==> src/rtl/cmp_search_ctrl_pkg.sv <==
`default_nettype none
// ============================================================================
// Module   : cmp_search_ctrl_pkg
// Brief    : Shared state encoding and helpers for the comparator search ctrl.
// Revision : 1.0 - initial release
// ============================================================================
package cmp_search_ctrl_pkg;

    typedef enum logic [1:0] {
        S_IDLE   = 2'd0,
        S_SEARCH = 2'd1,
        S_DONE   = 2'd2
    } state_t;

    localparam int C_DEF_WIDTH = 4;

    // An honest search needs at most WIDTH+1 probes, so the counter must hold that.
    function automatic int calc_cntw(input int width);
        return $clog2(width + 2);
    endfunction

endpackage
`default_nettype wire

==> src/rtl/cmp_search_ctrl_next.sv <==
`default_nettype none
// ============================================================================
// Module   : cmp_search_next
// Brief    : Next-interval and midpoint calculation for one binary-search step.
// Revision : 1.0 - initial release
// ============================================================================
module cmp_search_next #(
    parameter int WIDTH = 4
) (
    input  logic [WIDTH-1:0] probe,
    input  logic [WIDTH:0]   lo,
    input  logic [WIDTH:0]   hi,
    input  logic             gt,
    input  logic             lt,
    output logic [WIDTH:0]   next_lo,
    output logic [WIDTH:0]   next_hi,
    output logic [WIDTH-1:0] next_probe,
    output logic             exhausted
);

    localparam logic [WIDTH:0] c_one = {{WIDTH{1'b0}}, 1'b1};

    logic [WIDTH:0]          w_probe_ext;
    logic signed [WIDTH+1:0] w_lo_s;
    logic signed [WIDTH+1:0] w_hi_s;

    assign w_probe_ext = {1'b0, probe};
    assign next_lo     = gt ? (w_probe_ext + c_one) : lo;
    assign next_hi     = lt ? (w_probe_ext - c_one) : hi;

    // lo only ever grows (up to 2^WIDTH), hi may drop to -1: extend each accordingly.
    assign w_lo_s    = $signed({1'b0, next_lo});
    assign w_hi_s    = $signed({next_hi[WIDTH], next_hi});
    assign exhausted = (w_lo_s > w_hi_s);

    assign next_probe = WIDTH'((next_lo + next_hi) >> 1);

endmodule
`default_nettype wire

==> src/rtl/cmp_search_ctrl.sv <==
`default_nettype none
// ============================================================================
// Module   : cmp_search_ctrl
// Brief    : Binary-search controller driving the probe of a magnitude comparator.
// Revision : 1.0 - initial release
// ============================================================================
module cmp_search_ctrl
    import cmp_search_ctrl_pkg::*;
#(
    parameter  int WIDTH = C_DEF_WIDTH,
    localparam int CNTW  = calc_cntw(WIDTH)
) (
    input  logic             clk,
    input  logic             rst_n,
    input  logic             start,
    input  logic             abort,
    input  logic             gt,
    input  logic             lt,
    input  logic             eq,
    output logic [WIDTH-1:0] probe,
    output logic             busy,
    output logic             done,
    output logic             found,
    output logic             err,
    output logic [WIDTH-1:0] result,
    output logic [CNTW-1:0]  iter_cnt
);

    localparam logic [WIDTH:0]   c_lo_init    = '0;
    localparam logic [WIDTH:0]   c_hi_init    = {1'b0, {WIDTH{1'b1}}};
    localparam logic [WIDTH-1:0] c_probe_init = {1'b0, {(WIDTH-1){1'b1}}};
    localparam logic [CNTW-1:0]  c_iter_one   = {{(CNTW-1){1'b0}}, 1'b1};

    state_t           r_state;
    logic [WIDTH-1:0] r_probe;
    logic [WIDTH:0]   r_lo;
    logic [WIDTH:0]   r_hi;
    logic [WIDTH-1:0] r_result;
    logic [CNTW-1:0]  r_iter;
    logic             r_busy;
    logic             r_done;
    logic             r_found;
    logic             r_err;

    logic [WIDTH:0]   w_next_lo;
    logic [WIDTH:0]   w_next_hi;
    logic [WIDTH-1:0] w_next_probe;
    logic             w_exhausted;
    logic             w_flags_ok;

    cmp_search_next #(
        .WIDTH (WIDTH)
    ) u_next (
        .probe      (r_probe),
        .lo         (r_lo),
        .hi         (r_hi),
        .gt         (gt),
        .lt         (lt),
        .next_lo    (w_next_lo),
        .next_hi    (w_next_hi),
        .next_probe (w_next_probe),
        .exhausted  (w_exhausted)
    );

    assign w_flags_ok = $onehot({gt, lt, eq});

    always_ff @(posedge clk or negedge rst_n) begin
        if (!rst_n) begin
            r_state  <= S_IDLE;
            r_probe  <= '0;
            r_lo     <= '0;
            r_hi     <= '0;
            r_result <= '0;
            r_iter   <= '0;
            r_busy   <= 1'b0;
            r_done   <= 1'b0;
            r_found  <= 1'b0;
            r_err    <= 1'b0;
        end else begin
            r_done <= 1'b0;
            case (r_state)
                S_IDLE: begin
                    if (start) begin
                        r_state  <= S_SEARCH;
                        r_busy   <= 1'b1;
                        r_lo     <= c_lo_init;
                        r_hi     <= c_hi_init;
                        r_probe  <= c_probe_init;
                        r_found  <= 1'b0;
                        r_err    <= 1'b0;
                        r_result <= '0;
                        r_iter   <= '0;
                    end
                end
                S_SEARCH: begin
                    // abort wins over whatever the comparator reports this cycle
                    if (abort) begin
                        r_state <= S_IDLE;
                        r_busy  <= 1'b0;
                    end else begin
                        r_iter <= r_iter + c_iter_one;
                        if (!w_flags_ok) begin
                            r_err   <= 1'b1;
                            r_state <= S_DONE;
                            r_busy  <= 1'b0;
                            r_done  <= 1'b1;
                        end else if (eq) begin
                            r_result <= r_probe;
                            r_found  <= 1'b1;
                            r_state  <= S_DONE;
                            r_busy   <= 1'b0;
                            r_done   <= 1'b1;
                        end else begin
                            r_lo <= w_next_lo;
                            r_hi <= w_next_hi;
                            if (w_exhausted) begin
                                r_err   <= 1'b1;
                                r_state <= S_DONE;
                                r_busy  <= 1'b0;
                                r_done  <= 1'b1;
                            end else begin
                                r_probe <= w_next_probe;
                            end
                        end
                    end
                end
                S_DONE: begin
                    r_state <= S_IDLE;
                end
                default: begin
                    r_state <= S_IDLE;
                    r_busy  <= 1'b0;
                end
            endcase
        end
    end

    assign probe    = r_probe;
    assign busy     = r_busy;
    assign done     = r_done;
    assign found    = r_found;
    assign err      = r_err;
    assign result   = r_result;
    assign iter_cnt = r_iter;

endmodule
`default_nettype wire

==> config.mk <==
export PLATFORM = sky130hd
export DESIGN_NAME = cmp_search_ctrl
export DESIGN_NICKNAME = d
export VERILOG_FILES = /design/src/rtl/cmp_search_ctrl_pkg.sv /design/src/rtl/cmp_search_ctrl_next.sv /design/src/rtl/cmp_search_ctrl.sv
export SDC_FILE = /design/constraint.sdc
export NUM_CORES = 1
export LEC_CHECK = 0
export ABC_AREA = 1
export CAP_MARGIN = 10
export CELL_PAD_IN_SITES_DETAIL_PLACEMENT = 1
export CELL_PAD_IN_SITES_GLOBAL_PLACEMENT = 1
export CORE_ASPECT_RATIO = 2
export CORE_UTILIZATION = 40
export DETAILED_ROUTE_END_ITERATION = 10
export HOLD_SLACK_MARGIN = 0.15
export PLACE_DENSITY_LB_ADDON = 0.1
export SLEW_MARGIN = 30
export SYNTH_ARGS = -nofsm -noshare
export SYNTH_HDL_FRONTEND = slang
export SYNTH_SLANG_ARGS = --single-unit
==> constraint.sdc <==
create_clock -name clk -period 2.7 [get_ports clk]
set_input_delay 0.27 -clock clk [delete_from_list [all_inputs] [get_ports clk]]
set_output_delay 0.27 -clock clk [all_outputs]
set_load 0.05 [all_outputs]
==> run_results.csv <==
group,metric,value,unit
logic_synthesis,yosys_most_used_dff,"dfrtp_1",
die,placeableCoreArea,3920,um2
run,max_cap_viol_count,0,
logic_synthesis,synthTopCellsByCount,"nand2_1, inv_1, dfrtp_1",
setup_path,reg2reg_slack,0.17,ns
logic_synthesis,synth.distinct_cells,29,
clock_network,post_cts_buffers,0,
clock_network,cts_made_buffers,3,
routing,wl_per_cell,17.2,um
grt,grt.overflow.total,0,
logic_synthesis,synthesis.area,1670,um2
power_and_ir_drop,powerDensity,1240,nW/um2
placed_design,io_buffers,21,
clock_network,cts_sinks,27,
timing,min_period_over_period,93.8,%
logic_synthesis,yosysMostFrequentCell,"nand2_1",
layout,area_delta_synth_final,26.2,%
logic_synthesis,synth-xor-area-share,1.05,%
timing,rsz0062_at_grt,"no",
placed_design,dp.cells,287,
routing,via_per_inst,5.35,
die,dieArea,4460,um2
die,ios,22,
placed_design,dp_worst_setup_slack,-0.0817,ns
hold_path,hold_class,"input port to async pin",
timing,setup_ws,0.169,ns
layout,diodes,0,
timing,slew_viol_final,0,
timing,whs,0.355,ns
routing,drt_iter0_drc,17,
logic_synthesis,synth_top_family_by_area,"simple AND/OR/NAND/NOR gates",
grt,grt_usage,25.5,%
setup_path,cp.arrival,2.71,ns
placed_design,hpwl,4040,um
logic_synthesis,avgSynthCellArea,8.11,um2
layout,nets,262,
layout,post-route-util,53.8,%
timing,setup-violations-final,0,
layout,drive_above_1_share,14.6,%
clock_network,htreeDepth,1,
clock_network,clkLatencyLatePin,0.28,ns
die,start_util,42.6,%
setup_path,crit_path_end_kind,"register",
logic_synthesis,synth.area.top_cells,"dfrtp_1, nand2_1, ha_1",
clock_network,cts_tree,"done",
timing,hold_viol,0,
power_and_ir_drop,power_leakage,1.05,nW
run_status,outcome,"complete, no violations",
timing,skew,0.00473,ns
logic_synthesis,ys_ff_latch,27,
clock_network,clockBufferDepth,2,
routing,via_count,1557,
routing,drt_wl_total,5000,um
routing,ant_nets,0,
logic_synthesis,yosysTopAreaCell,"dfrtp_1",
timing,fin_setup_tns,0,ns
layout,stdcell_count,291,
setup_path,worstReg2RegEnd,"probe[1]",
logic_synthesis,synth_edf_count,0,
logic_synthesis,synthDominantCellAreaShare,40.4,%
grt,antenna_found_initial,0,
timing,slew_headroom,66.0,%
die,die_h,93.4,um
die,rows,32,
logic_synthesis,synth_compound_area_share,13.0,%
setup_path,path_class,"register to register",
clock_network,path_clk_slew,0.10,ns
logic_synthesis,syn_inst,206,
grt,grt_max_degree,28,
clock_network,cts_root_buf,"clkbuf_8",
setup_path,crit_fanout,4,
logic_synthesis,synth_fa_ha_area_share,11.4,%
grt,grt_pass1_wl,7950,um
setup_path,setup.worst_path.start,"probe[0]",
die,die_w,47.7,um
logic_synthesis,async_reset_ff_share,100,%
timing,finalCriticalPeriod,2.53,ns
setup_path,reg2reg_depth,12,
setup_path,reg2reg_from,"probe[0]",
logic_synthesis,synth_mux_area_share,0,%
logic_synthesis,yosys.area_share.simple,24.6,%
logic_synthesis,syn_nets,227,
routing,drt-pass1-iter-count,3,
setup_path,critPathRequiredTime,2.88,ns
grt,first_global_vias,1657,
setup_path,setup.worst_path.start_class,"register",
logic_synthesis,ys_warn_count,0,
timing,fmax,395,MHz
timing,tightest_slew,0.508,ns
routing,drc_errors,0,
power_and_ir_drop,irDropWorstVdd,0.619,mV
placed_design,gp_congestion,0.866,
logic_synthesis,synth_seq_area_share,40.4,%
layer usage:
layer / wire length [um] / GRT usage [%]
met3: 108 / 1.54
met5: 0 / 0
met4: 420 / 17.6
met2: 2760 / 44.4
met1: 1710 / 26.5
sequential cells by signal, summed over array words and instances (netlist names):
name and count:
r_lo 5, r_state 2, result 4, err 1, done 1, r_hi 5
found 1, busy 1, iter_cnt 3, probe 4
worst max-delay path, cell delays in order (launching register included):
cell      delay, ns
dfrtp_1        0.43
inv_1          0.09
ha_1           0.32
o21ai_0        0.27
inv_1          0.15
ha_1           0.22
o21bai_1       0.18
a21oi_2        0.17
nand2_1        0.11
nand2_2        0.10
nand4_1        0.19
nand3_1        0.14
nand2_1        0.07
power breakdown:
part           internal (W)  switching (W)
clock network      0.000105       0.000145
registers          0.000533      0.0000956
logic              0.000641        0.00109
total               0.00128        0.00134
worst max-delay path by stage:
stage | endpoint | slack (ns) | cells after the start
floorplan | busy | 0.06 | 18
global placement | busy | 0.02 | 18
detailed placement | busy | -0.08 | 18
CTS | busy | 0.06 | 18
global route | probe[0] | 0.04 | 14
finish | probe[1] | 0.17 | 12
placed cells by master (no fill, tap or decap):
| master | instances |
|---|---|
| o21ba_2 | 1 |
| nand2_2 | 2 |
| nand3b_1 | 1 |
| nor2_8 | 1 |
| a21oi_2 | 2 |
| a22o_1 | 2 |
| nor2_4 | 3 |
| nor2_1 | 12 |
| o22ai_2 | 1 |
| buf_4 | 13 |
| xnor2_1 | 2 |
| ha_4 | 1 |
| inv_2 | 3 |
| o21bai_1 | 1 |
| a21oi_1 | 9 |
| fa_1 | 2 |
| nand2_1 | 43 |
| o22a_1 | 1 |
| clkdlybuf4s50_1 | 20 |
| dfrtp_1 | 27 |
| clkinvlp_4 | 1 |
| o21ai_2 | 1 |
| nor3_1 | 1 |
| clkbuf_8 | 3 |
| nand2_4 | 1 |
| ha_1 | 11 |
| nand3_1 | 19 |
| nand3_4 | 1 |
| inv_4 | 1 |
| o22ai_1 | 7 |
| inv_1 | 32 |
| dlymetal6s2s_1 | 1 |
| nand4_1 | 2 |
| o21ai_0 | 12 |
per-stage QoR:
stage | cell area (um2) | total power (W)
2_1_floorplan | 1670 | 0.00172
3_3_place_gp | 2020 | 0.00225
3_5_place_dp | 2020 | 0.00230
4_1_cts | 2070 | 0.00256
5_1_grt | 2110 | 0.00283
6_report | 2110 | 0.00261
cell type report:
class / count / area [um2]
clock buffers: 3 / 41.3
clock inverters: 1 / 7.51
multi-input cells: 139 / 873
flip-flops and latches: 27 / 676
repair buffers: 34 / 310
well taps: 51 / 63.8
inverters: 36 / 138
fillers: 523 / 1810
timing repair:
item / 4_1_cts / 5_1_grt
hold buffers: 0 / 0
gates resized for setup: 0 / 9
endpoints found under the setup margin: 0 / 7
cells by family after synthesis:
logic type	Yosys count
AO/OA/AOI/OAI	37
AND/OR/NAND/NOR	86
buffers and inverters	40
flip-flops	27
XOR/XNOR	2
adder cells (fa/ha/maj)	14
Note: power is estimated with default switching activity, not from simulation.
